[src/rtl/uart_rx_cfg_if.sv]
// uart_rx_cfg_if: serial input, FIFO read port and error flags of the configurable UART receiver
interface uart_rx_cfg_if;
  logic       RX;
  logic       rd_en;
  logic       clr_err;
  logic [7:0] rx_data;
  logic       rx_rdy;
  logic       frm_err;
  logic       par_err;
  logic       ovr_err;
  modport master (
    output RX, rd_en, clr_err,
    input  rx_data, rx_rdy, frm_err, par_err, ovr_err
  );
  modport slave (
    input  RX, rd_en, clr_err,
    output rx_data, rx_rdy, frm_err, par_err, ovr_err
  );
endinterface

[src/rtl/uart_rx_cfg.sv]
// uart_rx_cfg: UART receiver with configurable framing, glitch rejection, sticky errors and a FWFT FIFO
module uart_rx_cfg #(
  parameter int CLKS_PER_BIT = 2604,
  parameter int DATA_BITS    = 8,
  parameter int PARITY       = 0,
  parameter int FIFO_DEPTH   = 4
) (
  input logic          clk,
  input logic          rst_n,
  uart_rx_cfg_if.slave bus
);
  localparam int H  = CLKS_PER_BIT / 2;
  localparam int CW = $clog2(CLKS_PER_BIT);
  localparam int AW = $clog2(FIFO_DEPTH);
  typedef enum logic [2:0] {IDLE, START, DATA, PAR, STOP} state_t;
  state_t               state, state_n;
  logic                 rx_m, rx_s;
  logic [CW-1:0]        cnt, cnt_n;
  logic [2:0]           idx, idx_n;
  logic [DATA_BITS-1:0] sh, sh_n;
  logic                 par_bad, par_bad_n;
  logic                 tick, push, pop, full, rdy;
  logic                 frm_set, par_set, ovr_set;
  logic                 frm_err, par_err, ovr_err;
  logic [7:0]           mem [FIFO_DEPTH];
  logic [AW-1:0]        wp, rp;
  logic [AW:0]          used;
  assign tick = cnt == '0;
  assign rdy  = used != '0;
  assign full = used == (AW+1)'(FIFO_DEPTH);
  assign pop  = bus.rd_en && rdy;
  assign bus.rx_rdy  = rdy;
  assign bus.rx_data = rdy ? mem[rp] : 8'h00;
  assign bus.frm_err = frm_err;
  assign bus.par_err = par_err;
  assign bus.ovr_err = ovr_err;
  // two-flop synchroniser, reset high so reset release never looks like a start edge
  always_ff @(posedge clk or negedge rst_n)
    if (!rst_n) {rx_s, rx_m} <= 2'b11;
    else {rx_s, rx_m} <= {rx_m, bus.RX};
  // frame state register: state, baud countdown, bit index, shift register, parity verdict
  always_ff @(posedge clk or negedge rst_n)
    if (!rst_n) begin
      state   <= IDLE;
      cnt     <= '0;
      idx     <= '0;
      sh      <= '0;
      par_bad <= 1'b0;
    end else begin
      state   <= state_n;
      cnt     <= cnt_n;
      idx     <= idx_n;
      sh      <= sh_n;
      par_bad <= par_bad_n;
    end
  // next-state and frame outcome; every sample happens when the countdown hits zero
  always_comb begin
    state_n   = state;
    cnt_n     = tick ? cnt : cnt - 1'b1;
    idx_n     = idx;
    sh_n      = sh;
    par_bad_n = par_bad;
    push      = 1'b0;
    frm_set   = 1'b0;
    par_set   = 1'b0;
    ovr_set   = 1'b0;
    case (state)
      IDLE: begin
        cnt_n   = CW'(H - 1);
        state_n = rx_s ? IDLE : START;
      end
      START: if (tick) begin
        state_n   = rx_s ? IDLE : DATA;
        cnt_n     = CW'(CLKS_PER_BIT - 1);
        idx_n     = '0;
        par_bad_n = 1'b0;
      end
      DATA: if (tick) begin
        sh_n    = {rx_s, sh[DATA_BITS-1:1]};
        cnt_n   = CW'(CLKS_PER_BIT - 1);
        idx_n   = idx + 1'b1;
        state_n = idx != 3'(DATA_BITS - 1) ? DATA : PARITY != 0 ? PAR : STOP;
      end
      PAR: if (tick) begin
        par_bad_n = ^{sh, rx_s, PARITY == 1};
        cnt_n     = CW'(CLKS_PER_BIT - 1);
        state_n   = STOP;
      end
      STOP: if (tick) begin
        state_n = IDLE;
        frm_set = !rx_s;
        par_set = rx_s && par_bad;
        ovr_set = rx_s && full && !pop;
        push    = rx_s && !(full && !pop);
      end
      default: state_n = IDLE;
    endcase
  end
  // FIFO storage, zero-extended so bits above the data width read as 0
  always_ff @(posedge clk)
    if (push) mem[wp] <= 8'(sh);
  // FIFO pointers and occupancy; push and pop may coincide at any fill level
  always_ff @(posedge clk or negedge rst_n)
    if (!rst_n) begin
      wp   <= '0;
      rp   <= '0;
      used <= '0;
    end else begin
      wp   <= wp + AW'(push);
      rp   <= rp + AW'(pop);
      used <= used + (AW+1)'(push) - (AW+1)'(pop);
    end
  // sticky error flags; a new event wins over a simultaneous clear
  always_ff @(posedge clk or negedge rst_n)
    if (!rst_n) {frm_err, par_err, ovr_err} <= 3'b000;
    else begin
      frm_err <= frm_set | (frm_err & ~bus.clr_err);
      par_err <= par_set | (par_err & ~bus.clr_err);
      ovr_err <= ovr_set | (ovr_err & ~bus.clr_err);
    end
endmodule

[src/flat_wrapper.sv]
// flat-port wrapper written by rule: the top's interface ports become plain ports
module uart_rx_cfg_flat 
#(
  parameter int CLKS_PER_BIT = 2604,
  parameter int DATA_BITS    = 8,
  parameter int PARITY       = 0,
  parameter int FIFO_DEPTH   = 4
)
  (clk, rst_n, bus_RX, bus_rd_en, bus_clr_err, bus_rx_data, bus_rx_rdy, bus_frm_err, bus_par_err, bus_ovr_err);
  uart_rx_cfg_if bus_i ();
  input logic clk;
  input logic rst_n;
  input wire logic [$bits(bus_i.RX)-1:0] bus_RX;
  input wire logic [$bits(bus_i.rd_en)-1:0] bus_rd_en;
  input wire logic [$bits(bus_i.clr_err)-1:0] bus_clr_err;
  output wire logic [$bits(bus_i.rx_data)-1:0] bus_rx_data;
  output wire logic [$bits(bus_i.rx_rdy)-1:0] bus_rx_rdy;
  output wire logic [$bits(bus_i.frm_err)-1:0] bus_frm_err;
  output wire logic [$bits(bus_i.par_err)-1:0] bus_par_err;
  output wire logic [$bits(bus_i.ovr_err)-1:0] bus_ovr_err;
  assign bus_i.RX = bus_RX;
  assign bus_i.rd_en = bus_rd_en;
  assign bus_i.clr_err = bus_clr_err;
  assign bus_rx_data = bus_i.rx_data;
  assign bus_rx_rdy = bus_i.rx_rdy;
  assign bus_frm_err = bus_i.frm_err;
  assign bus_par_err = bus_i.par_err;
  assign bus_ovr_err = bus_i.ovr_err;
  uart_rx_cfg #(.CLKS_PER_BIT(CLKS_PER_BIT), .DATA_BITS(DATA_BITS), .PARITY(PARITY), .FIFO_DEPTH(FIFO_DEPTH)) u_core (.clk(clk), .rst_n(rst_n), .bus(bus_i));
endmodule
[config.mk]
export PLATFORM = sky130hd
export DESIGN_NAME = uart_rx_cfg_flat
export DESIGN_NICKNAME = d
export VERILOG_FILES = /design/src/rtl/uart_rx_cfg_if.sv /design/src/rtl/uart_rx_cfg.sv /design/src/flat_wrapper.sv
export SDC_FILE = /design/constraint.sdc
export NUM_CORES = 1
export LEC_CHECK = 0
export ABC_AREA = 1
export CAP_MARGIN = 20
export CELL_PAD_IN_SITES_DETAIL_PLACEMENT = 0
export CELL_PAD_IN_SITES_GLOBAL_PLACEMENT = 1
export CORE_MARGIN = 1
export CORE_UTILIZATION = 33
export CTS_CLUSTER_SIZE = 12
export DETAILED_ROUTE_END_ITERATION = 8
export DONT_BUFFER_PORTS = 1
export PLACE_DENSITY = 0.65
export SYNTH_ARGS = -nofsm -noshare
export SYNTH_HDL_FRONTEND = slang
export SYNTH_SLANG_ARGS = --single-unit
[constraint.sdc]
create_clock -name clk -period 5.2 [get_ports clk]
set_input_delay 0.52 -clock clk [delete_from_list [all_inputs] [get_ports clk]]
set_output_delay 0.52 -clock clk [all_outputs]
set_load 0.005 [all_outputs]
After elaboration in Yosys (flattened, before gate mapping)
Memories as Yosys holds them, arrays and structs flattened.
Index checks and enable logic that the tools add are counted.
- add/sub/neg operators: 6
- equal/unequal tests: 10
- muxes and demuxes: 27
- bitwise logic cells: 7
- reduce and logical (&&, ||, !) cells: 20
- operators by type and width (kind ; count):
    $mux W12 ; 2
    $pmux W12 S2 ; 1
    $mux W3 ; 6
    $pmux W3 S5 ; 1
    $mux W1 ; 13
    $logic_not A12 Y1 ; 1
    $sub A12 B1 Y12 const B ; 1
    $reduce_xor A10 Y1 ; 1
    $mux W8 ; 1
    $ne A2 B1 Y1 const B ; 4
    $eq A3 B2 Y1 const B ; 2
    $eq A3 B3 Y1 const B ; 2
    $logic_and A1 B1 Y1 ; 6
    $pmux W3 S2 ; 1
    $reduce_and A3 Y1 ; 2
    $add A2 B1 Y2 ; 2
    $reduce_and A4 Y1 ; 1
    $reduce_bool A2 Y1 ; 2
    $add A3 B1 Y3 ; 1
    $add A3 B1 Y3 const B ; 1
    $and A1 B1 Y1 ; 3
    $eq A3 B1 Y1 const B ; 1
    $logic_not A1 Y1 ; 3
    $logic_not A3 Y1 ; 1
    9 further kinds ; 11
- flip-flop bits (word level): 39
- RAM bits: 32
- input port bits: 5
- output and inout bits: 12
- memories: 1
- memories (name ; depth ; width ; rd ports ; clocked after memory_dff ; wr ports ; RTL line ; text):
    u_core.mem ; 4 ; 8 ; 1 ; 0 ; 1 ; uart_rx_cfg.sv:25 ; logic [7:0] mem [FIFO_DEPTH];

Logic depth before layout (Yosys ltp)
Gate-level depths: netlist (run 1).
- word-level depth: 10
- depth in mapped cells: 13
- gate-level depth less buffers: 13

Worst setup path after synthesis (run 1)
No wires, ideal clock.
- kind: reg2reg
- start: register u_core.cnt[0]
- end: register u_core.used[2]
- setup time: 129 ps
- arrival: 2251 ps
- slack: 2821 ps
- cell stages (with the launch flop): 14
- clock period less this slack: 2379 ps
- cell sequence: dfrtp_1 -> inv_1 -> ha_1 -> nand2_2 -> nor2_4 -> nand2_4 -> inv_6 -> nand3_2 -> ha_1 -> inv_1 -> ha_1 -> fa_1 -> xnor2_1 -> xor2_1
- cells in the longest elaborated chain, start to end: 5
- ends and longest elaborated chain (item ; RTL line ; text):
    from (decl) ; uart_rx_cfg.sv:18 ; logic [CW-1:0] cnt, cnt_n;
    from (signal assigned) ; uart_rx_cfg.sv:51 ; cnt <= cnt_n;
    $logic_not A12 Y1 ; uart_rx_cfg.sv:28 ; assign tick = cnt == '0;
    $mux W1 ; uart_rx_cfg.sv:89 ; STOP: if (tick) begin
    $mux W1 ; uart_rx_cfg.sv:67 ; case (state)
    $add A3 B1 Y3 ; uart_rx_cfg.sv:111 ; used <= used + (AW+1)'(push) - (AW+1)'(pop);
    $sub A3 B1 Y3 ; uart_rx_cfg.sv:111 ;
    to (signal assigned) ; uart_rx_cfg.sv:111 ;
    to (decl) ; uart_rx_cfg.sv:27 ; logic [AW:0] used;
Every way passes these cells.
A chain may end at the register's enable or synchronous reset.

Worst setup path after layout (run 1)
Same ends and word-level chain as after synthesis.

==> results of run 1 <==
flip-flops by register name, summed over array words and instances (netlist names), 2 cells and up:
signal	flops
u_core.state	3
u_core.mem	32
u_core.used	3
u_core.wp	2
u_core.rp	2
u_core.sh	8
u_core.cnt	12
u_core.idx	3
power breakdown:
group | switching, W | internal, W
clock network | 0.000199 | 0.000268
registers | 0.0000465 | 0.000605
logic | 0.000136 | 0.0000839
final timing paths:
path                                         start                  endpoint  slack, ns
max                        u_core.cnt[0]$_DFF_PN0_  u_core.used[2]$_DFF_PN0_       2.55
min                                          rst_n   u_core.cnt[9]$_DFF_PN0_       0.02
max reg2reg                u_core.cnt[0]$_DFF_PN0_  u_core.used[2]$_DFF_PN0_       2.55
min reg2reg                  u_core.rx_m$_DFF_PN1_     u_core.rx_s$_DFF_PN1_       0.36
max in group asynchronous                    rst_n     u_core.rx_s$_DFF_PN1_       4.54
min in group clk                            bus_RX     u_core.rx_m$_DFF_PN1_       0.18
logic make-up after synthesis:
family                   Yosys count  share of synthesized area [%]
AND/OR/NAND/NOR                  159                           21.0
flip-flops                        71                           57.4
AO/OA/AOI/OAI                     50                           8.27
buffers and inverters             49                           6.19
XOR/XNOR                          11                           2.85
adder cells (fa/ha/maj)           10                           3.93
multiplexers                       1                          0.297
layout by cell type, fill, tap and decap left out, types with 2 or more instances in the layout:
master,n
edfxtp_1,32
xor2_1,7
o22ai_1,3
nand3_1,24
dfrtp_1,37
buf_4,4
ha_1,9
nor3_1,6
nor2_1,51
clkinvlp_4,2
nand2_1,61
nand2_4,2
o21ai_2,5
o21ai_0,25
a21oi_1,14
xnor2_1,4
bufinv_16,2
dfstp_2,2
inv_1,37
clkbuf_8,9
nor2_2,6
inv_2,3
clkinv_2,2
nand4_1,3
nor2_4,3
stage by stage:
step	area, sq um	setup slack (ns)	power (W)	std cells
final	3770	2.55	0.00134	499
after global routing	3770	2.30	0.00143	499
after CTS	3760	2.51	0.00136	498
after detailed placement	3530	2.53	0.000885	481
after global placement	3530	2.63	0.000877	481
after floorplan	3380	2.82	0.000832	351
timing repair:
action | 4_1_cts | 5_1_grt
buffers inserted | 0 | 0
hold endpoints to repair | 37 | 2
hold buffers | 1 | 1
metal layers:
layer | track usage, % | part of all wire [%] | up-vias
met2 | 24.8 | 48 | 25
met3 | 3.59 | 2.8 | 12
met4 | 6.39 | 2.3 | 0
met1 | 16.1 | 47 | 1068
li1 | - | - | 1168
met5 | 0 | 0 | -
final cells by class:
type	count	area, sq um
inverters	42	163
well taps	133	166
repair buffers	6	60.1
multi-input cells	231	1230
clock inverters	6	85.1
fillers	959	6100
flip-flops and latches	71	1940
clock buffers	10	128
==> results by group, run 1 <==
Job
  • Max_cap viols: 0

Placement
  • HPWL after DPL: 4570 um
  • Buffers on Ports: 0
  • Gpl congestion: 0.797

Synth
  • Ys flop type: dfrtp_1
  • FF+latch count, synth: 71
  • Ranking of synthesized cells by area: edfxtp_1 28%, dfrtp_1 27%, nand2_1 6.8%
  • Most common cell in the netlist: nand2_1
  • Distinct cell type count after synthesis: 33
  • Syn_area_per_cell: 9.62 sq um
  • Area leader, netlist: edfxtp_1
  • Post-synth EDFFs: 32
  • Yosys top cell area share: 28.5%
  • Post-Synthesis Cell Area: 3380 sq um
  • Synth Instances: 351
  • Syn Nets: 366
  • Synthesis warning total: 0
  • Post-synthesis sequential area ratio: 57.4%
  • Most frequent cells after synthesis: 61 x nand2_1, 51 x nor2_1, 37 x dfrtp_1, 37 x inv_1, 32 x edfxtp_1
  • Fraction of registers with async set/reset: 54.9%

Finish
  • Final Util: 38.2%
  • Area delta synth->final: 11.6%
  • Final #Nets: 376
  • Share of layout cells above drive strength 1: 12.3%
  • # diodes: 0

Detailed routing
  • DR pass1 iterations: 4
  • Post-route ant nets: 0
  • Avg WL per Cell: 13.1 um
  • DRC: 0
  • Final wirelength: 6560 um
  • 1st-iter DRT viols: 51
  • Vias per cell: 4.56
  • Via Count: 2273

Power and ir drop
  • Pleak: 1.73 nW
  • Pwr dens: 355 nW/um^2
  • Maximum VDD drop: 0.000115 V

Clock tree
  • CTS Buf Count: 9
  • Reg clk slew, reported paths: 0.08 ns
  • Root Driver: clkbuf_8
  • # H-tree levels: 3
  • Num Clock Sinks: 71
  • Post-CTS sizing: 0
  • Worst-skew pair later-pin latency: 0.34 ns
  • CTS max path bufs: 2
  • Clock tree from TritonCTS: yes

Timing
  • Endpoints failing hold: 0
  • Final Cycle Share: 51.0%
  • Minimum clock period: 2.65 ns
  • Slew headroom: 57.4%
  • Final hold slack: 0.0156 ns
  • Worst-Margin Slew: 0.639 ns
  • # setup viols final: 0
  • Fmax achieved: 377 MHz
  • Setup TNS: 0 ns
  • Setup Skew: 0.0111 ns
  • Slew Limit Fails: 0
  • RSZ-0062 raised after global routing: no

Global routing
  • Vias in the first global route: 2277
  • Antenna violations before repair: 0
  • First-pass GRT wire length: 11000 um
  • Gr ovfl total: 0
  • Gr usage total: 14.1%
  • Largest net degree at the start of global routing: 38

Outcome
  • Outcome: finished clean

Critical path
  • WS Path Type: register to register
  • Crit path DAT: 2.91 ns
  • Worst-path maximum fanout: 11
  • CP most frequent cell: ha_1
  • R2R cell count: 13
  • CP bufs+invs: 3
  • CP Capture Type: register
  • Crit path max-delay cell type: dfrtp_1
  • Delay-heaviest family, CP: adder cells
  • Startpoint class of the critical path: register
  • Cells along the critical path: inv_1, ha_1, nand2_2, nor2_4, nand2_4, inv_6, nand3_2, ha_1, inv_1, ha_1, fa_1, xnor2_1, xor2_1
  • Crit path depth: 13
  • WP data required: 5.45 ns
  • CP peak stage delay: 0.38 ns

Floorplanning
  • Die Height: 103 um
  • Initial cell density of the core: 34.2%
  • Ports: 17
  • Die span in x: 103 um
  • Std-Cell Core Area: 9860 sq um
  • # rows: 36
  • Die Area: 10600 sq um

Worst hold path
  • HP Class: input pin to async pin
(Power assumes the default switching activity.)
==> inputs of run 2 (changes only) <==
==> constraint.sdc (replaced) <==
create_clock -name clk -period 2.75 [get_ports clk]
set_input_delay 0.275 -clock clk [delete_from_list [all_inputs] [get_ports clk]]
set_output_delay 0.275 -clock clk [all_outputs]
set_load 0.005 [all_outputs]
==> results by group, run 2 (same netlist as run 1, synthesis figures left out) <==
Outcome
  • Outcome: finished clean

Critical path
  • CP Capture Type: register
  • R2R cell count: 13 (unchanged)
  • R2R Setup Slk: 0.23 ns (-2.32 ns)
  • Worst-path maximum fanout: 9 (-2)
  • WP data required: 3.02 ns (-2.43 ns)
  • WS Path Type: register to register
  • Worst reg2reg path endpoint: u_core.used[2]$_DFF_PN0_
  • Startpoint class of the critical path: register
  • Worst reg2reg startpoint: u_core.cnt[0]$_DFF_PN0_
  • Crit path DAT: 2.79 ns (-0.12 ns)

Clock tree
  • Clock tree from TritonCTS: yes
  • Root Driver: clkbuf_8
  • Worst-skew pair later-pin latency: 0.34 ns (about the same)
  • # H-tree levels: 3 (unchanged)
  • Setup Buffers After CTS: 0 (unchanged)
  • Reg clk slew, reported paths: 0.08 ns (about the same)
  • CTS max path bufs: 2 (unchanged)
  • CTS Buf Count: 9 (unchanged)
  • Num Clock Sinks: 71 (unchanged)
  • Post-CTS sizing: 0 (unchanged)

Finish
  • Max FFs per register: 32 (unchanged)
  • Commonest cells after routing, fill and taps aside: 61 x nand2_1, 51 x nor2_1, 37 x inv_1, 37 x dfrtp_1, 32 x edfxtp_1
  • Top Registers: u_core.mem (32), u_core.cnt (12), u_core.sh (8)
  • Share of layout cells above drive strength 1: 13.0% (+0.71 points)
  • Final #Nets: 379 (+0.80%)
  • Area delta synth->final: 13.3%
  • Fillers: 984 (+2.6%)
  • # diodes: 0 (unchanged)
  • Most common cell after layout, fill and taps aside: nand2_1
  • Final cell count without fillers: 502 (+0.60%)
  • Most flop-heavy register: u_core.mem

Global routing
  • Vias in the first global route: 2291 (+0.61%)
  • Antenna violations before repair: 0 (unchanged)
  • Gr ovfl total: 0 (unchanged)
  • Gr usage total: 14.0% (-0.10 points)
  • Largest net degree at the start of global routing: 40 (+5.3%)
  • First-pass GRT wire length: 11100 um (+1.3%)

Job
  • Max_cap viols: 0 (unchanged)

Floorplanning
  • # rows: 36 (unchanged)
  • Initial cell density of the core: 34.2% (unchanged)
  • Die Height: 103 um (unchanged)
  • Ports: 17 (unchanged)
  • Die Area: 10600 sq um (unchanged)
  • Die span in x: 103 um (unchanged)
  • Std-Cell Core Area: 9860 sq um (unchanged)

Detailed routing
  • Via Count: 2290 (+0.75%)
  • Final wirelength: 6400 um (-2.5%)
  • DR pass1 iterations: 6 (+2)
  • Avg WL per Cell: 12.7 um (-3.1%)
  • 1st-iter DRT viols: 73 (+43%)
  • DRC: 0 (unchanged)
  • Post-route ant nets: 0 (unchanged)
  • Vias per cell: 4.56 (+0.15%)

Worst hold path
  • HP Class: input pin to register
  • Hold wc startpoint: bus_clr_err
  • Hold path depth: 1
  • WHS Endpoint: u_core.bus.frm_err$_DFF_PN0_

Timing
  • # setup viols final: 0 (unchanged)
  • Slew headroom: 61.0% (+3.6 points)
  • Final Cycle Share: 91.7% (+41 points)
  • Setup Skew: 0.0103 ns (-0.000832 ns)
  • Minimum clock period: 2.52 ns (-0.131 ns)
  • RSZ-0062 raised after global routing: no
  • Setup TNS: 0 ns (unchanged)
  • Worst-Margin Slew: 0.585 ns (-0.0543 ns)
  • Endpoints failing hold: 0 (unchanged)
  • Slew Limit Fails: 0 (unchanged)
  • Fmax achieved: 397 MHz (+5.2%)

Placement
  • Cells after DPL: 483 (+0.42%)
  • Buffers on Ports: 0 (unchanged)
  • HPWL after DPL: 4600 um (+0.72%)
  • Gpl congestion: 0.812 (+2.0%)

Power and ir drop
  • Pleak: 1.77 nW (+2.0%)
  • Pwr dens: 693 nW/um^2 (+95%)
  • Maximum VDD drop: 0.000248 V (+120%)
-- run 2: layer usage --
metal  up-vias  routed length (um)  track usage (%)
met5         -                   0                0
met4         0                 142             6.28
met3        12                 143             3.12
met2        28                3170             23.6
met1      1074                2940             17.1
li1       1176                   -                -
-- run 2: worst max-delay path by stage --
stage,start,endpoint,depth (start not counted)
floorplan,u_core.cnt[0]$_DFF_PN0_,u_core.used[2]$_DFF_PN0_,13
global placement,u_core.cnt[0]$_DFF_PN0_,u_core.used[2]$_DFF_PN0_,13
detailed placement,u_core.cnt[0]$_DFF_PN0_,u_core.used[2]$_DFF_PN0_,13
CTS,u_core.cnt[0]$_DFF_PN0_,u_core.used[2]$_DFF_PN0_,13
global route,u_core.cnt[0]$_DFF_PN0_,u_core.used[2]$_DFF_PN0_,13
finish,u_core.cnt[0]$_DFF_PN0_,u_core.used[2]$_DFF_PN0_,13
-- run 2: stage by stage --
stage                     power [W]  setup WS (ns)  hold slack (ns)  util, %  instance area (sq um)
after CTS                   0.00270          0.207          0.00512     38.8                   3830
after global placement      0.00166          0.260          -0.0192     35.9                   3540
after floorplan             0.00157          0.371          -0.0206        -                   3380
after global routing        0.00284         0.0415          0.00716     38.8                   3830
after detailed placement    0.00168          0.204          -0.0191     35.9                   3540
final                       0.00265          0.229           0.0230     38.8                   3830
-- run 2: timing repair --
action                     CTS  global route
hold endpoints to repair    40             0
setup endpoints to repair    0             0
hold buffers                 3             0
-- run 2: worst max-delay path, stage by stage, from the launching register on --
cell and delay, ns:
dfrtp_1 0.39, inv_1 0.14, ha_1 0.23, nand2_2 0.08, nor2_4 0.12, nand2_4 0.07, inv_6 0.09, nand3_2 0.11
ha_1 0.30, inv_1 0.03, ha_1 0.18, fa_1 0.37, xnor2_1 0.18, xor2_1 0.15
-- run 2: area by class of cell --
cell class                      instances  area (sq um)  share of cell area (%)
Sequential cell                        71          1940                    50.7
Multi-Input combinational cell        231          1230                    32.1
Tap cell                              133           166                    4.35
Inverter                               42           163                    4.25
Clock buffer                            9           124                    3.24
Clock inverter                          7           121                    3.17
Timing Repair Buffer                    9          85.1                    2.22
-- run 2: where the power goes --
part / switching (W) / internal (W)
registers: 0.0000855 / 0.00114
clock network: 0.000394 / 0.000605
logic: 0.000255 / 0.000169
total: 0.000734 / 0.00192
==> inputs of run 3 (changes only) <==
--- a/config.mk
+++ b/config.mk
@@ -11,6 +11,7 @@
 export CELL_PAD_IN_SITES_GLOBAL_PLACEMENT = 1
 export CORE_MARGIN = 1
 export CORE_UTILIZATION = 33
+export CTS_BUF_LIST = sky130_fd_sc_hd__clkbuf_4
 export CTS_CLUSTER_SIZE = 12
 export DETAILED_ROUTE_END_ITERATION = 8
 export DONT_BUFFER_PORTS = 1
==> results by group, run 3 (same netlist as run 1, synthesis figures left out) <==
Power and ir drop
  • Maximum VDD drop: 0.000242 V (-2.3%)
  • Pleak: 1.75 nW (-1.1%)
  • Pwr dens: 661 nW/um^2 (-4.6%)

Detailed routing
  • Met2 wire len: 3170 um (about the same)
  • Highest metal layer with signal wires: met4
  • DRC: 0 (unchanged)
  • Post-route ant nets: 0 (unchanged)
  • Via Count: 2303 (+0.57%)
  • Final wirelength: 6490 um (+1.4%)
  • 1st-iter DRT viols: 70 (-4.1%)
  • Avg WL per Cell: 12.9 um (+1.2%)
  • DR pass1 iterations: 4 (-2)
  • M1 wire length: 2980 um (+1.2%)
  • Vias per cell: 4.58 (+0.37%)
  • Met3 wire len: 204 um (+43%)

Placement
  • HPWL after DPL: 4600 um (unchanged)
  • Placed Area: 3540 sq um (unchanged)
  • Buffers on Ports: 0 (unchanged)
  • Setup slack at placement: 0.204 ns (unchanged)
  • Gpl congestion: 0.812 (unchanged)

Timing
  • Endpoints failing hold: 0 (unchanged)
  • Setup Skew: 0.0150 ns (+0.00476 ns)
  • Final WS setup: 0.224 ns (-0.00534 ns)
  • Minimum clock period: 2.53 ns (+0.00534 ns)
  • Fmax achieved: 396 MHz (-0.21%)
  • Slew headroom: 60.8% (-0.19 points)
  • # setup viols final: 0 (unchanged)
  • Setup TNS: 0 ns (unchanged)
  • Slew Limit Fails: 0 (unchanged)
  • Worst-Margin Slew: 0.588 ns (+0.00284 ns)
  • RSZ-0062 raised after global routing: no
  • Final Cycle Share: 91.9% (+0.19 points)

Clock tree
  • Clock tree from TritonCTS: yes
  • Num Clock Sinks: 71 (unchanged)
  • Worst-skew pair later-pin latency: 0.41 ns (+0.07 ns)
  • CTS Buf Count: 9 (unchanged)
  • # H-tree levels: 3 (unchanged)
  • Reg clk slew, reported paths: 0.12 ns (+0.04 ns)
  • CTS max path bufs: 2 (unchanged)
  • Setup Buffers After CTS: 0 (unchanged)
  • Root Driver: clkbuf_4

Global routing
  • First-pass GRT wire length: 11200 um (+0.57%)
  • Gr usage total: 14.1% (+0.12 points)
  • Antenna violations before repair: 0 (unchanged)
  • Vias in the first global route: 2296 (+0.22%)
  • Gr ovfl total: 0 (unchanged)
  • Largest net degree at the start of global routing: 40 (unchanged)

Critical path
  • Crit path DAT: 2.87 ns (+0.08 ns)
  • Startpoint class of the critical path: register
  • WP data required: 3.09 ns (+0.07 ns)
  • CP Capture Type: register
  • Worst-path maximum fanout: 9 (unchanged)
  • WS Path Type: register to register

Finish
  • Most flop-heavy register: u_core.mem
  • Final Util: 38.3% (-0.47 points)
  • Area delta synth->final: 12.0%
  • Commonest cells after routing, fill and taps aside: 61 x nand2_1, 51 x nor2_1, 37 x inv_1, 37 x dfrtp_1, 32 x edfxtp_1
  • Post-route cell area: 3780 sq um (-1.2%)
  • Most common cell after layout, fill and taps aside: nand2_1
  • Max FFs per register: 32 (unchanged)
  • Share of layout cells above drive strength 1: 13.0% (-0.035 points)
  • Final #Nets: 380 (+0.26%)
  • Top Registers: u_core.mem (32), u_core.cnt (12), u_core.sh (8)
  • # diodes: 0 (unchanged)

Floorplanning
  • Die span in x: 103 um (unchanged)
  • Std-Cell Core Area: 9860 sq um (unchanged)
  • Die Area: 10600 sq um (unchanged)
  • Die Height: 103 um (unchanged)
  • Ports: 17 (unchanged)
  • # rows: 36 (unchanged)
  • Initial cell density of the core: 34.2% (unchanged)

Worst hold path
  • HP Class: input pin to register

Job
  • Max_cap viols: 0 (unchanged)

Outcome
  • Outcome: finished clean
## run 3: cell types whose count changed in the layout (fill, tap and decap cells not counted)
| cell | change |
|---|---|
| clkbuf_4 | +9 |
| clkbuf_8 | -9 |
| dlygate4sd3_1 | +1 |
## run 3: routing by layer
metal	global-route usage [%]	vias up
li1	-	1176
met1	17.2	1085
met2	23.9	29
met3	3.80	13
met4	5.42	0
met5	0	-
## run 3: area by class of cell
| class | instances | area [sq um] |
|---|---|---|
| Fill cell | 986 | 6080 |
| Sequential cell | 71 | 1940 |
| Multi-Input combinational cell | 231 | 1230 |
| Tap cell | 133 | 166 |
| Inverter | 42 | 163 |
| Clock inverter | 7 | 121 |
| Timing Repair Buffer | 10 | 95.1 |
| Clock buffer | 9 | 67.6 |
## run 3: metrics by stage
step           total power [W]  hold slack (ns)  instances
5_1_grt                0.00268            0.168        503
4_1_cts                0.00255            0.142        503
3_5_place_dp           0.00168          -0.0191        483
3_3_place_gp           0.00166          -0.0192        483
6_report               0.00250            0.152        503
2_1_floorplan          0.00157          -0.0206        351
## run 3: report_power, final
part	leakage [nW]	internal (W)	switching (W)
registers	0.863	0.00114	0.0000851
logic	0.787	0.000169	0.000257
clock network	0.100	0.000463	0.000380
## run 3: repair_timing
item | in CTS | in global routing
hold endpoints to repair | 43 | 0
hold buffers | 4 | 0
resized for setup | 0 | 0
## run 3: worst max-delay path, stage by stage, from the launching register on
cell and delay (ns):
dfrtp_1 0.40, inv_1 0.14, ha_1 0.23, nand2_2 0.08, nor2_4 0.12, nand2_4 0.07, inv_6 0.09, nand3_2 0.11
ha_1 0.30, inv_1 0.03, ha_1 0.18, fa_1 0.37, xnor2_1 0.18, xor2_1 0.15
## run 3: path summary, 6_finish.rpt
check                                   startpoint                           end  slack (ns)  cells past startpoint
max                        u_core.cnt[0]$_DFF_PN0_      u_core.used[2]$_DFF_PN0_        0.22                     13
min                                      bus_rd_en  u_core.bus.ovr_err$_DFF_PN0_        0.15                      3
max reg2reg                u_core.cnt[0]$_DFF_PN0_      u_core.used[2]$_DFF_PN0_        0.22                     13
min reg2reg                  u_core.rx_m$_DFF_PN1_         u_core.rx_s$_DFF_PN1_        0.36                      0
max in group asynchronous                    rst_n         u_core.rx_m$_DFF_PN1_        2.11                      2
min in group asynchronous                    rst_n     u_core.idx[0]$_DFFE_PN0P_        0.36                      2
